`src/rtl/seq_restoring_divider.sv`:
```
// Sequential unsigned restoring divider: one quotient bit per clock, valid/ready
// on both sides, all outputs registered. Divide-by-zero short-circuits to DONE.
`timescale 1ns/1ps
module seq_restoring_divider #(
  parameter int DW = 8,
  parameter int VW = 4
) (
  input  logic          clk,
  input  logic          rst_n,
  input  logic          in_valid,
  output logic          in_ready,
  input  logic [DW-1:0] dividend,
  input  logic [VW-1:0] divisor,
  output logic          out_valid,
  input  logic          out_ready,
  output logic [DW-1:0] quotient,
  output logic [VW-1:0] remainder,
  output logic          div_by_zero,
  output logic [1:0]    dbg_state
);

  localparam int CW = $clog2(DW);

  localparam logic [1:0] IDLE = 2'd0;
  localparam logic [1:0] CALC = 2'd1;
  localparam logic [1:0] DONE = 2'd2;

  // Handshake: a transfer happens on a rising edge where valid and ready are
  // both high; valid/operands are ignored while ready is low.

  logic [1:0]    state_q, state_d;
  logic [DW-1:0] q_q, q_d;
  logic [VW-1:0] d_q, d_d;
  logic [VW-1:0] r_q, r_d;
  logic [CW-1:0] cnt_q, cnt_d;
  logic [DW-1:0] quot_q, quot_d;
  logic [VW-1:0] rem_q, rem_d;
  logic          dbz_q, dbz_d;
  logic          in_ready_q, in_ready_d;
  logic          out_valid_q, out_valid_d;

  logic [VW:0]   trial;
  logic          trial_ge;
  logic [VW-1:0] r_sub;
  logic [VW-1:0] step_r;
  logic [DW-1:0] step_q;

  // Partial remainder always stays below the divisor, so T-D fits in VW bits
  // whenever the subtraction is taken; the modulo VW-bit difference is exact.
  always_comb begin
    trial    = {r_q, q_q[DW-1]};
    trial_ge = (trial >= {1'b0, d_q});
    r_sub    = trial[VW-1:0] - d_q;
    step_r   = trial_ge ? r_sub : trial[VW-1:0];
    step_q   = {q_q[DW-2:0], trial_ge};
  end

  always_comb begin
    state_d = state_q;
    q_d     = q_q;
    d_d     = d_q;
    r_d     = r_q;
    cnt_d   = cnt_q;
    quot_d  = quot_q;
    rem_d   = rem_q;
    dbz_d   = dbz_q;
    case (state_q)
      IDLE: begin
        if (in_valid && in_ready_q) begin
          q_d = dividend;
          d_d = divisor;
          r_d = '0;
          if (divisor == '0) begin
            state_d = DONE;
            quot_d  = '1;
            rem_d   = dividend[VW-1:0];
            dbz_d   = 1'b1;
          end else begin
            state_d = CALC;
            cnt_d   = CW'(DW - 1);
          end
        end
      end
      CALC: begin
        r_d = step_r;
        q_d = step_q;
        if (cnt_q == '0) begin
          quot_d  = step_q;
          rem_d   = step_r;
          dbz_d   = 1'b0;
          state_d = DONE;
        end else begin
          cnt_d = cnt_q - CW'(1);
        end
      end
      DONE: begin
        if (out_valid_q && out_ready) state_d = IDLE;
      end
      default: state_d = IDLE;
    endcase
    in_ready_d  = (state_d == IDLE);
    out_valid_d = (state_d == DONE);
  end

  always_ff @(posedge clk or negedge rst_n) begin
    if (!rst_n) begin
      state_q     <= IDLE;
      q_q         <= '0;
      d_q         <= '0;
      r_q         <= '0;
      cnt_q       <= '0;
      quot_q      <= '0;
      rem_q       <= '0;
      dbz_q       <= 1'b0;
      in_ready_q  <= 1'b0;
      out_valid_q <= 1'b0;
    end else begin
      state_q     <= state_d;
      q_q         <= q_d;
      d_q         <= d_d;
      r_q         <= r_d;
      cnt_q       <= cnt_d;
      quot_q      <= quot_d;
      rem_q       <= rem_d;
      dbz_q       <= dbz_d;
      in_ready_q  <= in_ready_d;
      out_valid_q <= out_valid_d;
    end
  end

  assign in_ready    = in_ready_q;
  assign out_valid   = out_valid_q;
  assign quotient    = quot_q;
  assign remainder   = rem_q;
  assign div_by_zero = dbz_q;
  assign dbg_state   = state_q;

endmodule

```
`config.mk`:
```
export PLATFORM = sky130hd
export DESIGN_NAME = seq_restoring_divider
export DESIGN_NICKNAME = d
export VERILOG_FILES = /design/src/rtl/seq_restoring_divider.sv
export SDC_FILE = /design/constraint.sdc
export NUM_CORES = 1
export LEC_CHECK = 0
export ABC_AREA = 1
export ABC_CLOCK_PERIOD_IN_PS = 4400
export CORE_MARGIN = 10
export CORE_UTILIZATION = 47
export CTS_CLUSTER_SIZE = 24
export DETAILED_ROUTE_END_ITERATION = 7
export DONT_BUFFER_PORTS = 1
export SLEW_MARGIN = 20
export SYNTH_ARGS = -nofsm -noshare
export SYNTH_HDL_FRONTEND = slang
export SYNTH_SLANG_ARGS = --single-unit
```
`constraint.sdc`:
```
create_clock -name clk -period 4.4 [get_ports clk]
set_input_delay 1.32 -clock clk [delete_from_list [all_inputs] [get_ports clk]]
set_output_delay 1.32 -clock clk [all_outputs]
set_load 0.005 [all_outputs]
```
* Word-level counts from Yosys, hierarchy flattened
Cells that the tools add are included.
** Word-level totals
- Bits in registers :: 36
- Input port bits :: 16
- Output and inout bits :: 17
- Word-level logic and storage cells :: 58
** Operators by class
- Add/subtract/negate cells :: 2
- Magnitude comparators :: 1
- Equal/unequal tests :: 8
- Muxes and demuxes :: 26
- Reduce and logical (&&, ||, !) cells :: 11
** Operators with widths (number)
- two-way mux 8 bit :: 4
- case mux 8 bit (2 select lines) :: 2
- two-way mux 4 bit :: 5
- case mux 4 bit (2 select lines) :: 2
- inequality test 2 bit, second input constant :: 5
- two-way mux 3 bit :: 3
- two-way mux 2 bit :: 4
- AND reduction 4 bit :: 2
- case mux 2 bit (3 select lines) :: 1
- case mux 3 bit (2 select lines) :: 1
- greater-or-equal comparator 5 x 4 -> 1 bit :: 1
- equality test 2 bit, second input constant :: 2
- logical NOT 2 bit :: 2
- logical NOT 4 bit :: 1
- AND reduction 2 bit :: 2
- subtractor 4 bit :: 1
- logical NOT 3 bit :: 1
- two-way mux 1 bit :: 3
- subtractor 3 x 1 -> 3 bit, second input constant :: 1
- equality test 2 x 1 -> 1 bit, second input constant :: 1
- logical AND 1 bit :: 2
- case mux 1 bit (2 select lines) :: 1
- nonzero test 2 bit :: 1

* Logic depth before layout (Yosys ltp)
- Word-level depth :: 5
- Depth in mapped cells :: 12
- Depth with buffers taken out :: 12

* Worst setup path after synthesis
OpenSTA, ideal clock, no wires.
- Kind :: input -> register
- Start :: in in_valid
- End :: reg rem_q[1] (netlist: remainder[1])
- Setup time :: 0.113 ns
- Arrival :: 2.056 ns
- Required time :: 4.287 ns
- Setup slack :: 2.231 ns
- Stages :: 10
- Path buffers :: 1
- Path through :: nand2_1 > inv_1 > nand2_4 > nand2_8 > nand3_4 > buf_6 > nor2_2 > nand3_1 > nand2_1 > inv_1
** Between the ends
- Cells in the longest elaborated chain, start to end :: 3
** RTL lines
- from (decl) :: line 10 : input logic in_valid,
- logical AND 1 bit :: line 69 : if (in_valid && in_ready_q) begin
- inequality test 2 bit (no line)
- AND reduction 4 bit (no line)
- to (signal assigned) :: line 124 : rem_q <= rem_d;
- to (decl) :: line 37 : logic [VW-1:0] rem_q, rem_d;
Every way passes these cells.
A chain may end at the register's enable or synchronous reset.

* Worst setup path in the final report
- Start :: in in_valid
- End :: reg rem_q[0] (netlist: remainder[0])
The elaborated chain is that of the path after synthesis.

==> metrics.csv <==
metric;value;unit
hold_path_class;reg2reg;
layout.nets;231;
netlist_area;1800;um^2
synth_cell_types;29;
ctsResizeCount;0;
design_area;1910;um^2
path_clk_slew;0.07;ns
wl;3.86;mm
rsz0062_at_grt;no;
grt_max_degree;37;
slew_headroom;77.2;%
area_growth;6.03;%
final_core_util;51.9;%
setup_viol_count_final;0;
hold_viol_final;0;
slowest_delay;0.22;ns
skew;0.00801;ns
core;3690;um^2
crit_start;in_valid;
place.gp.congestion;0.828;
fin_ws;2.28;ns
final_common_cell;nand2_1;
cts.sinks;36;
power_density;867;nW/um^2
clk_latency;0.29;ns
die_w;82.0;um
ant_nets;0;
cts_setup_buffers;0;
io_buffers;0;
finalSetupTns;0;ns
numCtsBuffers;5;
grtUsageTotal;12.2;%
synth_edf_count;0;
initial_core_util;48.9;%
final_cell_mix;nand2_1, dfrtp_1, inv_1, nand3_1, o21ai_0;
root_buffer;clkbuf_8;
reg2reg_setup_slack;2.58;ns
hold_path_depth;2;
drv_cap;0;
drt_iter0_markers;113;
postPlaceCellArea;1840;um^2
reg2regPathDepth;9;
cp_slowest_cell;or2_1;
rr_endpoint;remainder[0]$_DFFE_PN0P_;
path_cells;nand2_1, inv_1, nand2_4, nand2_8, nand3_4, inv_2, or2_1, nand2_1, inv_1;
synthFlopType;dfrtp_1;
syn-num-nets;228;
ios;33;
antenna_found_initial;0;
maxSlewViolCount;0;
yosysSeqAreaShare;49.9;%
endpoint;remainder[0]$_DFFE_PN0P_;
ir_drop;0.000332;V
h-tree-depth;2;
dieHeight;82.0;um
vias;1343;
grt_pass1_wl;6.29;mm
drive_gt1_share;8.17;%
holdBufCountCts;0;
grt_overflow_total;0;
r2r_start;r_q[1]$_DFFE_PN0P_;
cts_tree;yes;
yosys_warnings;0;
status;finished, final reports clean;
dieArea;6720;um^2
crit_type;in2reg;
wl_per_cell;15.1;um
cts_buffer_depth;2;
critical_path_arrival;2.31;ns
period_share;48.2;%
dp_slack;1.98;ns
cp_max_fo;13;
grt_pass1_vias;1330;
required;4.59;ns
avgViaCountPerCell;5.25;
p_leak;0.984;nW
cp-start-kind;input port;
drc_errors;0;
synthesis.instances;205;
layout_min_cycle_time;2.12;ns
async_flop_share;100;%
max_freq;0.472;GHz
tightest_slew;0.341;ns
num_rows;22;
dp_hpwl;2.96;mm
diodes;0;
syn_avg_cell_area;8.80;um^2
dr.pass1.iters;4;
yosys_register_bits;36;
crit_path_end_kind;register;
==> state kept, by name (all words and copies together) (netlist names) <==
| name | cells |
|---|---|
| div_by_zero | 1 |
| q_q | 8 |
| d_q | 4 |
| in_ready | 1 |
| out_valid | 1 |
| remainder | 4 |
| cnt_q | 3 |
| dbg_state | 2 |
| r_q | 4 |
| quotient | 8 |
==> stage by stage <==
step | hold WS [ns] | cells | total power [W]
final | 0.490 | 256 | 0.00166
after CTS | 0.494 | 256 | 0.00168
after detailed placement | 0.478 | 249 | 0.00145
after global routing | 0.512 | 256 | 0.00183
after global placement | 0.467 | 249 | 0.00143
after floorplan | 0.452 | 205 | 0.00129
==> cell type report <==
cell class | instances | area, um^2
clock inverter | 1 | 5.00
clock buffer | 6 | 72.6
sequential | 36 | 901
multi-input combinational | 133 | 752
tap | 48 | 60.1
fill | 366 | 1780
inverter | 32 | 123
==> worst max-delay path: cells and delay by family <==
family | cells | cell delay [ns]
buf+inv | 3 | 0.23
simple gates | 6 | 0.75
==> cell usage after synthesis (2+ instances only) <==
| library cell | count | area, um^2 |
|---|---|---|
| or2_1 | 4 | 25.0 |
| o22ai_1 | 2 | 12.5 |
| nand2_1 | 51 | 191 |
| nand4_1 | 4 | 25.0 |
| nor2_2 | 3 | 18.8 |
| buf_2 | 2 | 10.0 |
| o221ai_1 | 3 | 26.3 |
| nand3_1 | 18 | 90.1 |
| inv_1 | 28 | 105 |
| a2bb2oi_1 | 3 | 26.3 |
| a21oi_1 | 4 | 20.0 |
| dfrtp_1 | 36 | 901 |
| ha_1 | 6 | 75.1 |
| o21ai_0 | 14 | 70.1 |
| inv_2 | 2 | 7.51 |
| o211ai_1 | 2 | 15.0 |
| nor2_1 | 11 | 41.3 |
==> logic make-up (layout without fill, tap and decap cells) <==
family | after synthesis | count (layout) | synth area share [%]
flops | 36 | 36 | 49.9
compound gates | 29 | 29 | 9.78
xor+xnor | 1 | 1 | 0.486
simple gates | 95 | 95 | 25.5
buf+inv | 36 | 39 | 8.39
fa+ha+maj | 7 | 7 | 5.27
mux | 1 | 1 | 0.624
==> power by group <==
group	internal, W	switching, W	total (W)
logic	0.000292	0.000538	0.000830
registers	0.000496	0.000114	0.000611
clock network	0.000107	0.000109	0.000217
==> worst min-delay path by stage <==
stage | startpoint | end | slack [ns]
detailed placement | cnt_q[2]$_DFFE_PN0P_ | cnt_q[2]$_DFFE_PN0P_ | 0.48
global placement | cnt_q[2]$_DFFE_PN0P_ | cnt_q[2]$_DFFE_PN0P_ | 0.47
floorplan | cnt_q[2]$_DFFE_PN0P_ | cnt_q[2]$_DFFE_PN0P_ | 0.45
CTS | cnt_q[2]$_DFFE_PN0P_ | cnt_q[2]$_DFFE_PN0P_ | 0.49
global route | q_q[2]$_DFFE_PN0P_ | q_q[2]$_DFFE_PN0P_ | 0.51
finish | cnt_q[2]$_DFFE_PN0P_ | cnt_q[2]$_DFFE_PN0P_ | 0.49
==> per-layer routing <==
layer,global-route usage [%],vias up,share of wire (%)
li1,-,669,-
met1,13.6,632,41
met2,19.4,34,49
met3,6.33,8,8.6
met4,4.76,0,1.5
met5,0,-,0
(Power assumes the default switching activity.)
